$ cat src/rtl/wb_slave_mux_if.sv
`default_nettype none
// ============================================================================
//  Module   : wb_slave_mux_if
//  Brief    : Bus bundle for the Wishbone one-to-many slave mux. Carries the
//             granted master's request/response and the fan-out slave side.
//  Revision : 1.0  initial release
// ============================================================================
interface wb_slave_mux_if #(
    parameter int DW         = 32,
    parameter int AW         = 32,
    parameter int NUM_SLAVES = 2
);
    // Master side
    logic [AW-1:0]            wbm_adr_i;
    logic [DW-1:0]            wbm_dat_i;
    logic [3:0]               wbm_sel_i;
    logic                     wbm_we_i;
    logic                     wbm_cyc_i;
    logic                     wbm_stb_i;
    logic [2:0]               wbm_cti_i;
    logic [1:0]               wbm_bte_i;
    logic [DW-1:0]            wbm_dat_o;
    logic                     wbm_ack_o;
    logic                     wbm_err_o;
    logic                     wbm_rty_o;
    // Slave side
    logic [AW-1:0]            wbs_adr_o;
    logic [DW-1:0]            wbs_dat_o;
    logic [3:0]               wbs_sel_o;
    logic                     wbs_we_o;
    logic [2:0]               wbs_cti_o;
    logic [1:0]               wbs_bte_o;
    logic [NUM_SLAVES-1:0]    wbs_cyc_o;
    logic [NUM_SLAVES-1:0]    wbs_stb_o;
    logic [NUM_SLAVES*DW-1:0] wbs_dat_i;
    logic [NUM_SLAVES-1:0]    wbs_ack_i;
    logic [NUM_SLAVES-1:0]    wbs_err_i;
    logic [NUM_SLAVES-1:0]    wbs_rty_i;
    // Status
    logic                     timeout_o;

    // The mux itself: it is the slave of the granted master
    modport slave (
        input  wbm_adr_i, wbm_dat_i, wbm_sel_i, wbm_we_i, wbm_cyc_i, wbm_stb_i,
               wbm_cti_i, wbm_bte_i,
        output wbm_dat_o, wbm_ack_o, wbm_err_o, wbm_rty_o,
        output wbs_adr_o, wbs_dat_o, wbs_sel_o, wbs_we_o, wbs_cti_o, wbs_bte_o,
               wbs_cyc_o, wbs_stb_o,
        input  wbs_dat_i, wbs_ack_i, wbs_err_i, wbs_rty_i,
        output timeout_o
    );

    // The surrounding environment: drives requests and slave responses
    modport master (
        output wbm_adr_i, wbm_dat_i, wbm_sel_i, wbm_we_i, wbm_cyc_i, wbm_stb_i,
               wbm_cti_i, wbm_bte_i,
        input  wbm_dat_o, wbm_ack_o, wbm_err_o, wbm_rty_o,
        input  wbs_adr_o, wbs_dat_o, wbs_sel_o, wbs_we_o, wbs_cti_o, wbs_bte_o,
               wbs_cyc_o, wbs_stb_o,
        output wbs_dat_i, wbs_ack_i, wbs_err_i, wbs_rty_i,
        input  timeout_o
    );
endinterface
`default_nettype wire

$ cat src/rtl/wb_slave_mux.sv
`default_nettype none
// ============================================================================
//  Module   : wb_slave_mux
//  Brief    : Wishbone 1:N interconnect stage. Decodes the address against
//             per-slave match/mask windows, locks the chosen slave for the
//             whole bus cycle, and terminates unmapped or stalled accesses
//             with a single-cycle error.
//  Revision : 1.0  initial release
// ============================================================================
module wb_slave_mux #(
    parameter int                         DW             = 32,
    parameter int                         AW             = 32,
    parameter int                         NUM_SLAVES     = 2,
    parameter logic [NUM_SLAVES*AW-1:0]   MATCH_ADDR     = '0,
    parameter logic [NUM_SLAVES*AW-1:0]   MATCH_MASK     = '0,
    parameter int                         TIMEOUT_CYCLES = 255
) (
    input  logic              wb_clk_i,
    input  logic              wb_rst_ni,
    wb_slave_mux_if.slave     bus
);

    localparam int SEL_W = (NUM_SLAVES > 1) ? $clog2(NUM_SLAVES) : 1;
    localparam int CNT_W = (TIMEOUT_CYCLES > 0) ? $clog2(TIMEOUT_CYCLES + 1) : 1;
    localparam logic [CNT_W-1:0] CNT_LIMIT =
        CNT_W'((TIMEOUT_CYCLES > 0) ? (TIMEOUT_CYCLES - 1) : 0);
    localparam bit TO_EN = (TIMEOUT_CYCLES != 0);

    typedef enum logic [1:0] {
        S_IDLE   = 2'd0,
        S_ACTIVE = 2'd1,
        S_ERR    = 2'd2,
        S_DRAIN  = 2'd3
    } state_t;

    state_t             state_q, state_d;
    logic [SEL_W-1:0]   sel_q, sel_d;
    logic [CNT_W-1:0]   cnt_q, cnt_d;
    logic               err_q, err_d;     // registered timeout error pulse
    logic               to_q, to_d;       // registered timeout flag pulse

    logic [NUM_SLAVES-1:0] w_hit;
    logic                  w_any_hit;
    logic [SEL_W-1:0]      w_hit_idx;
    logic                  w_s_ack, w_s_err, w_s_rty, w_s_resp;
    logic [DW-1:0]         w_s_dat;
    logic [NUM_SLAVES-1:0] w_cyc, w_stb;
    logic                  w_ack, w_err, w_rty;
    logic [DW-1:0]         w_dat;

    // Request fields are broadcast unregistered; only cyc/stb are steered
    assign bus.wbs_adr_o = bus.wbm_adr_i;
    assign bus.wbs_dat_o = bus.wbm_dat_i;
    assign bus.wbs_sel_o = bus.wbm_sel_i;
    assign bus.wbs_we_o  = bus.wbm_we_i;
    assign bus.wbs_cti_o = bus.wbm_cti_i;
    assign bus.wbs_bte_o = bus.wbm_bte_i;

    generate
        for (genvar i = 0; i < NUM_SLAVES; i++) begin : g_decode
            assign w_hit[i] = ((bus.wbm_adr_i ^ MATCH_ADDR[i*AW +: AW])
                               & MATCH_MASK[i*AW +: AW]) == '0;
        end
    endgenerate

    // Priority encode the window hits; the lowest index wins on overlap
    always_comb begin
        w_hit_idx = '0;
        for (int i = NUM_SLAVES - 1; i >= 0; i--) begin
            if (w_hit[i]) w_hit_idx = SEL_W'(i);
        end
    end
    assign w_any_hit = |w_hit;

    // Responses of the slave locked for the current cycle
    assign w_s_ack  = bus.wbs_ack_i[sel_q];
    assign w_s_err  = bus.wbs_err_i[sel_q];
    assign w_s_rty  = bus.wbs_rty_i[sel_q];
    assign w_s_resp = w_s_ack | w_s_err | w_s_rty;
    assign w_s_dat  = bus.wbs_dat_i[sel_q*DW +: DW];

    // Next-state, stall counter and steering of strobes/responses
    always_comb begin
        state_d = state_q;
        sel_d   = sel_q;
        cnt_d   = cnt_q;
        err_d   = 1'b0;
        to_d    = 1'b0;
        w_cyc   = '0;
        w_stb   = '0;
        w_ack   = 1'b0;
        w_err   = err_q;
        w_rty   = 1'b0;
        w_dat   = '0;
        case (state_q)
            S_IDLE: begin
                if (bus.wbm_cyc_i && bus.wbm_stb_i) begin
                    if (w_any_hit) begin
                        sel_d   = w_hit_idx;
                        cnt_d   = '0;
                        state_d = S_ACTIVE;
                    end else begin
                        state_d = S_ERR;
                    end
                end
            end
            S_ACTIVE: begin
                w_cyc[sel_q] = bus.wbm_cyc_i;
                w_stb[sel_q] = bus.wbm_stb_i;
                w_ack        = w_s_ack;
                w_err        = err_q | w_s_err;
                w_rty        = w_s_rty;
                w_dat        = w_s_dat;
                if (!bus.wbm_cyc_i) begin
                    state_d = S_IDLE;
                    cnt_d   = '0;
                end else if (w_s_resp || !bus.wbm_stb_i) begin
                    cnt_d = '0;
                end else if (TO_EN && (cnt_q == CNT_LIMIT)) begin
                    state_d = S_DRAIN;
                    cnt_d   = '0;
                    err_d   = 1'b1;
                    to_d    = 1'b1;
                end else begin
                    cnt_d = cnt_q + CNT_W'(1);
                end
            end
            S_ERR: begin
                w_err   = 1'b1;
                state_d = bus.wbm_cyc_i ? S_DRAIN : S_IDLE;
            end
            S_DRAIN: begin
                if (!bus.wbm_cyc_i) state_d = S_IDLE;
            end
            default: state_d = S_IDLE;
        endcase
    end

    // State register with asynchronous active-low reset
    always_ff @(posedge wb_clk_i or negedge wb_rst_ni) begin
        if (!wb_rst_ni) begin
            state_q <= S_IDLE;
            sel_q   <= '0;
            cnt_q   <= '0;
            err_q   <= 1'b0;
            to_q    <= 1'b0;
        end else begin
            state_q <= state_d;
            sel_q   <= sel_d;
            cnt_q   <= cnt_d;
            err_q   <= err_d;
            to_q    <= to_d;
        end
    end

    assign bus.wbs_cyc_o = w_cyc;
    assign bus.wbs_stb_o = w_stb;
    assign bus.wbm_ack_o = w_ack;
    assign bus.wbm_err_o = w_err;
    assign bus.wbm_rty_o = w_rty;
    assign bus.wbm_dat_o = w_dat;
    assign bus.timeout_o = to_q;

endmodule
`default_nettype wire
$ cat src/flat_wrapper.sv
// flat-port wrapper written by rule: the top's interface ports become plain ports
module wb_slave_mux_flat 
#(
    parameter int                         DW             = 32,
    parameter int                         AW             = 32,
    parameter int                         NUM_SLAVES     = 2,
    parameter logic [NUM_SLAVES*AW-1:0]   MATCH_ADDR     = '0,
    parameter logic [NUM_SLAVES*AW-1:0]   MATCH_MASK     = '0,
    parameter int                         TIMEOUT_CYCLES = 255
)
  (wb_clk_i, wb_rst_ni, bus_wbm_adr_i, bus_wbm_dat_i, bus_wbm_sel_i, bus_wbm_we_i, bus_wbm_cyc_i, bus_wbm_stb_i, bus_wbm_cti_i, bus_wbm_bte_i, bus_wbm_dat_o, bus_wbm_ack_o, bus_wbm_err_o, bus_wbm_rty_o, bus_wbs_adr_o, bus_wbs_dat_o, bus_wbs_sel_o, bus_wbs_we_o, bus_wbs_cti_o, bus_wbs_bte_o, bus_wbs_cyc_o, bus_wbs_stb_o, bus_wbs_dat_i, bus_wbs_ack_i, bus_wbs_err_i, bus_wbs_rty_i, bus_timeout_o);
  wb_slave_mux_if #(.DW(DW), .AW(AW), .NUM_SLAVES(NUM_SLAVES)) bus_i ();
  input  logic wb_clk_i;
  input  logic wb_rst_ni;
  input wire logic [$bits(bus_i.wbm_adr_i)-1:0] bus_wbm_adr_i;
  input wire logic [$bits(bus_i.wbm_dat_i)-1:0] bus_wbm_dat_i;
  input wire logic [$bits(bus_i.wbm_sel_i)-1:0] bus_wbm_sel_i;
  input wire logic [$bits(bus_i.wbm_we_i)-1:0] bus_wbm_we_i;
  input wire logic [$bits(bus_i.wbm_cyc_i)-1:0] bus_wbm_cyc_i;
  input wire logic [$bits(bus_i.wbm_stb_i)-1:0] bus_wbm_stb_i;
  input wire logic [$bits(bus_i.wbm_cti_i)-1:0] bus_wbm_cti_i;
  input wire logic [$bits(bus_i.wbm_bte_i)-1:0] bus_wbm_bte_i;
  output wire logic [$bits(bus_i.wbm_dat_o)-1:0] bus_wbm_dat_o;
  output wire logic [$bits(bus_i.wbm_ack_o)-1:0] bus_wbm_ack_o;
  output wire logic [$bits(bus_i.wbm_err_o)-1:0] bus_wbm_err_o;
  output wire logic [$bits(bus_i.wbm_rty_o)-1:0] bus_wbm_rty_o;
  output wire logic [$bits(bus_i.wbs_adr_o)-1:0] bus_wbs_adr_o;
  output wire logic [$bits(bus_i.wbs_dat_o)-1:0] bus_wbs_dat_o;
  output wire logic [$bits(bus_i.wbs_sel_o)-1:0] bus_wbs_sel_o;
  output wire logic [$bits(bus_i.wbs_we_o)-1:0] bus_wbs_we_o;
  output wire logic [$bits(bus_i.wbs_cti_o)-1:0] bus_wbs_cti_o;
  output wire logic [$bits(bus_i.wbs_bte_o)-1:0] bus_wbs_bte_o;
  output wire logic [$bits(bus_i.wbs_cyc_o)-1:0] bus_wbs_cyc_o;
  output wire logic [$bits(bus_i.wbs_stb_o)-1:0] bus_wbs_stb_o;
  input wire logic [$bits(bus_i.wbs_dat_i)-1:0] bus_wbs_dat_i;
  input wire logic [$bits(bus_i.wbs_ack_i)-1:0] bus_wbs_ack_i;
  input wire logic [$bits(bus_i.wbs_err_i)-1:0] bus_wbs_err_i;
  input wire logic [$bits(bus_i.wbs_rty_i)-1:0] bus_wbs_rty_i;
  output wire logic [$bits(bus_i.timeout_o)-1:0] bus_timeout_o;
  assign bus_i.wbm_adr_i = bus_wbm_adr_i;
  assign bus_i.wbm_dat_i = bus_wbm_dat_i;
  assign bus_i.wbm_sel_i = bus_wbm_sel_i;
  assign bus_i.wbm_we_i = bus_wbm_we_i;
  assign bus_i.wbm_cyc_i = bus_wbm_cyc_i;
  assign bus_i.wbm_stb_i = bus_wbm_stb_i;
  assign bus_i.wbm_cti_i = bus_wbm_cti_i;
  assign bus_i.wbm_bte_i = bus_wbm_bte_i;
  assign bus_wbm_dat_o = bus_i.wbm_dat_o;
  assign bus_wbm_ack_o = bus_i.wbm_ack_o;
  assign bus_wbm_err_o = bus_i.wbm_err_o;
  assign bus_wbm_rty_o = bus_i.wbm_rty_o;
  assign bus_wbs_adr_o = bus_i.wbs_adr_o;
  assign bus_wbs_dat_o = bus_i.wbs_dat_o;
  assign bus_wbs_sel_o = bus_i.wbs_sel_o;
  assign bus_wbs_we_o = bus_i.wbs_we_o;
  assign bus_wbs_cti_o = bus_i.wbs_cti_o;
  assign bus_wbs_bte_o = bus_i.wbs_bte_o;
  assign bus_wbs_cyc_o = bus_i.wbs_cyc_o;
  assign bus_wbs_stb_o = bus_i.wbs_stb_o;
  assign bus_i.wbs_dat_i = bus_wbs_dat_i;
  assign bus_i.wbs_ack_i = bus_wbs_ack_i;
  assign bus_i.wbs_err_i = bus_wbs_err_i;
  assign bus_i.wbs_rty_i = bus_wbs_rty_i;
  assign bus_timeout_o = bus_i.timeout_o;
  wb_slave_mux #(.DW(DW), .AW(AW), .NUM_SLAVES(NUM_SLAVES), .MATCH_ADDR(MATCH_ADDR), .MATCH_MASK(MATCH_MASK), .TIMEOUT_CYCLES(TIMEOUT_CYCLES)) u_core (.wb_clk_i(wb_clk_i), .wb_rst_ni(wb_rst_ni), .bus(bus_i));
endmodule
$ cat config.mk
export PLATFORM = sky130hd
export DESIGN_NAME = wb_slave_mux_flat
export DESIGN_NICKNAME = d
export VERILOG_FILES = /design/src/rtl/wb_slave_mux_if.sv /design/src/rtl/wb_slave_mux.sv /design/src/flat_wrapper.sv
export SDC_FILE = /design/constraint.sdc
export NUM_CORES = 1
export LEC_CHECK = 0
export CAP_MARGIN = 40
export CORE_AREA = 2 2 102 104
export DETAILED_ROUTE_END_ITERATION = 10
export DIE_AREA = 0 0 104 106
export PLACE_DENSITY_LB_ADDON = 0.1
export SYNTH_ARGS = -nofsm -noshare
export SYNTH_HDL_FRONTEND = slang
export SYNTH_SLANG_ARGS = --single-unit
$ cat constraint.sdc
create_clock -name wb_clk_i -period 2.4 [get_ports wb_clk_i]
set_clock_uncertainty 0.2 [all_clocks]
set_input_delay 0.24 -clock wb_clk_i [delete_from_list [all_inputs] [get_ports wb_clk_i]]
set_output_delay 0.24 -clock wb_clk_i [all_outputs]
set_load 0.1 [all_outputs]
---- Word level (Yosys, flattened, before mapping) ----
Cells that the tools add are included.
cells by class
  reduce and logical (&&, ||, !) cells .... 7
  equality and inequality tests ........... 8
  $add $sub $neg .......................... 1
  bitwise operators ....................... 3
  multiplexer cells ....................... 22
operator list
  operator             number
  $mux 32              1
  $mux 8               4
  $pmux 8 s2           1
  $mux 2               6
  $add 8x1->8 const B  1
  $eq 8x8->1 const B   1
  $mux 1               8
  $pmux 2 s4           1
  $eq 2x2->1 const B   2
  $reduce_and 4->1     1
  $ne 3x2->1 const B   1
  $ne 3x3->1 const B   1
  $or 1x1->1           3
  $eq 2x1->1 const B   1
  $logic_not 2->1      1
  $ne 2x1->1 const B   1
  $ne 2x2->1 const B   1
  $pmux 1 s2           1
  $reduce_and 2->1     1
  $reduce_bool 2->1    1
  $logic_and 1x1->1    1
  $logic_not 1->1      1
  $logic_or 1x1->1     1
storage, ports and cells
  logic and storage cells ................. 44
  register bits ........................... 11
  input port bits ......................... 148
  output and inout bits ................... 114

---- Depth between registers and ports, before layout ----
  word-level depth ........................ 6
  mapped depth ............................ 7
  gate-level depth less buffers ........... 6

---- Worst setup path after synthesis ----
OpenSTA, ideal clock, no wires.
  path type ............................... register to output
  start point ............................. register, netlist name u_core.bus.timeout_o
  end point ............................... output bus_wbm_err_o
  path buffers ............................ 0
  cell stages (with the launch flop) ...... 3
  slack ................................... -0.623 ns
  data arrival time ....................... 2.583 ns
  data required time ...................... 1.960 ns
  cells stage by stage .................... dfrtp_1 inv_1 a22oi_1
RTL lines
  what              line                RTL
  end: declaration  flat_wrapper.sv:25  output wire logic [$bits(bus_i.wbm_err_o)-1:0] bus_wbm_err_o;

---- Worst setup path after layout ----
  start point ............................. register u_core.state_q[1]
  end point ............................... output bus_wbm_err_o
on the way
  cells in the longest elaborated chain, start to end .. 2
  elaborated cells between the ends (all ways) .. 3
  classes of those cells .................. 2 x eq/ne; 1 x mux
RTL lines
  what                                      line                 RTL
  start: declaration                        wb_slave_mux.sv:36   state_t state_q, state_d;
  start signal: assignment                  wb_slave_mux.sv:148  state_q <= state_d;
  $eq 2x2->1 or $eq 2x1->1 (tied branches)  wb_slave_mux.sv:95   case (state_q)
  $pmux 1 s2 (*)                            wb_slave_mux.sv:95
Mark *: on every way between the ends. The rest lies on a longest branch, timed or not.

==> metrics.md <==
| Metric | Value |
|---|---|
| Worst-Margin Slew | 0.5424 ns |
| H-tree depth | 1 |
| RePlAce Congestion | 0.6700 |
| Share of cells above drive strength 1 | 26.80% |
| P per Cell Area | 1532 nW/µm² |
| CP Data Required Time | 1.96 ns |
| Root buffer cell | clkbuf_8 |
| Internal Power | 1.396 mW |
| Critical R2R Launch | u_core.cnt_q[0] |
| Gates resized, CTS repair | 0 |
| Worst Path Buf+Inv | 3 |
| Die width | 104 µm |
| Reg clk slew, reported paths | 0.06 ns |
| Min-delay worst type | primary input to async pin |
| Syn-to-layout area delta | 52.90% |
| Die Span Y | 106 µm |
| Synthesized cell area | 1511 µm² |
| # port buffers | 76 |
| Max Cap Viol | 0 |
| Crit Path Max Fanout | 33 |
| CP Class | flop to output pin |
| TNS Setup | 0 ns |
| Arr. time, crit path | 1.68 ns |
| Number of antenna violations at the first check in global routing | 0 |
| Peak supply drop | 0.5068 mV |
| Clock power share | 5.4% |
| Average routed wire per standard cell | 12.16 µm |
| DRT Wirelength | 4014 µm |
| Largest cells by area after synthesis | buf_4, dfrtp_1, and2_1 |
| Fin crit share | 88.44% |
| Seq pwr share | 6.3% |
| Final setup fails | 0 |
| Via count | 1139 |
| Yosys warning count | 0 |
| Die area | 11020 µm² |
| First-pass GRT wire length | 6382 µm |
| F_max | 471.1 MHz |
| Shortest period the worst path allows | 2.123 ns |
| Post-Synthesis Cells | 190 |
| CTS sink count | 11 |
| Clock latency at the later pin of the worst-skew pair | 0.24 ns |
| Final hold violations | 0 |
| Placed Instance Area | 2266 µm² |
| CP startpoint | u_core.state_q[1] |
| Nets | 349 |
| Sw frac | 60.59% |
| GRT Overall Usage | 7.119% |
| Cts bufs inserted | 3 |
| Slew HR | 63.73% |
| Yosys cell types | 31 |
| Top cell type by total area after synthesis | buf_4 |
| Unrepaired setup endpoints after global routing | no |
| # diodes | 0 |
| Slowest stage delay, CP | 0.41 ns |
| Clk buf depth | 2 |
| FP Rows | 37 |
| Comb power frac | 88.3% |
| Family with the most delay on the worst path | buffers and inverters |
| Placed cell count | 326 |
| Slowest cell on crit path | dfrtp_1 |
| DRC errors left | 0 |
| Post-Layout Inst Area | 2311 µm² |
| Critical path startpoint category | flop |
| Sw Pwr | 2.146 mW |
| Placeable Area | 10000 µm² |
| Top Ports | 262 |
| Vias/cell | 3.452 |
| Status | completed |
| DPL Wire Length | 3313 µm |
| GRT overflow | 0 |
| Leak | 0.9527 nW |
| Layout Cells excl Fill | 330 |
| Avg Inst Size Synth | 7.955 µm² |
| Setup bufs post-CTS | 0 |
| Initial Util | 15.12% |
| Setup crit end kind | output pin |
| Number of global-route vias before repair | 1113 |
| First DRT Iteration DRCs | 31 |
| Drt pass-1 iters | 4 |
| Max-slew violations | 0 |
| Seq cells post-synth | 11 |
| Largest net degree at the start of global routing | 34 |
| Crit-path cells | inv_1 -> ha_1 -> buf_4 -> nor2_1 -> a22oi_2 -> buf_12 |
| Top cell type's share of synthesized area | 37.75% |
| Post-CTS Hold Fix Bufs | 0 |
| Antenna-violating nets left | 0 |
| CTS tree | built |
| Leading cell types in the layout, fill and taps excluded | clkdlybuf4s50_1, buf_12, and2_1, dfrtp_1, nand2_1 |
| Register area share after synthesis | 18.21% |
[power groups by stage]
stage	Clock, mW	Sequential [mW]	Combinational [mW]
after floorplan	0	0.222	2.55
after global placement	0	0.227	3.17
after detailed placement	0	0.226	3.16
after CTS	0.204	0.223	3.16
after global routing	0.213	0.224	3.25
final	0.192	0.223	3.13
[stage by stage]
step / power, mW / setup slack, ns / utilization [%] / hold WS, ns
2_1_floorplan: 2.777 / 0.1417 / - / -0.2556
3_3_place_gp: 3.399 / 0.1553 / 22.66 / 0.2753
3_5_place_dp: 3.387 / 0.1759 / 22.66 / 0.2751
4_1_cts: 3.590 / 0.2198 / 23.11 / 0.1902
5_1_grt: 3.684 / 0.09004 / 23.11 / 0.2128
6_report: 3.541 / 0.2774 / 23.11 / 0.1542
[cells by family after synthesis]
kind of cell | after synthesis | synth area share (%)
flops | 11 | 18.21
other cells | 1 | 0.2481
compound gates | 20 | 9.521
simple gates | 62 | 24.42
fa+ha+maj | 6 | 4.967
mux | 2 | 1.407
buf+inv | 88 | 41.22
[cells in the mapped netlist]
cell and count:
buf_6 1, mux2_1 1, and4_4 1, o21ai_1 2, and3_1 3, a22oi_1 1, clkbuf_1 4, a22o_1 1
nand2_1 7, a21o_1 1, and2_1 36, or4b_4 1, nand3_1 3, inv_2 1, a211oi_4 1, buf_4 76
nor2_1 5, a221o_1 2, nor3_1 1, a31oi_1 6, o21a_1 1, mux2i_1 1, nand2b_1 3, and3_2 1
inv_1 6, conb_1 1, nor4b_1 1, a21oi_1 3, ha_1 6, o21ai_0 2, dfrtp_1 11
[cell type report]
type                    instances  area (µm²)
clock buffers                   4       45.04
well taps                     136       170.2
fillers                      1096        7689
repair buffers                 80        1171
multi-input cells              92       621.8
inverters                       7       26.28
flip-flops and latches         11       276.5
[registers in the layout (all words and copies together) (netlist names)]
signal                count
u_core.cnt_q              8
u_core.bus.timeout_o      1
u_core.state_q            2
[routing by layer]
| layer | share of wire [%] | GRT usage (%) | vias to the layer above |
|---|---|---|---|
| met3 | 12 | 3.372 | 16 |
| met5 | 0 | 0 | - |
| met1 | 43 | 9.209 | 493 |
| met2 | 43 | 10.76 | 90 |
| li1 | - | - | 540 |
| met4 | 1.4 | 1.544 | 0 |
[final timing paths]
check | endpoint | slack [ns] | cells past startpoint
worst max register to register | u_core.state_q[1] | 0.48 | 6
max in group asynchronous | u_core.bus.timeout_o | 1.46 | 1
min in group wb_clk_i | bus_wbs_adr_o[12] | 0.28 | 0
worst min-delay path | u_core.cnt_q[4] | 0.15 | 1
worst max-delay path | bus_wbm_err_o | 0.28 | 6
worst min register to register | u_core.cnt_q[7] | 0.29 | 1
No activity file was read; power rests on OpenSTA's default activity.
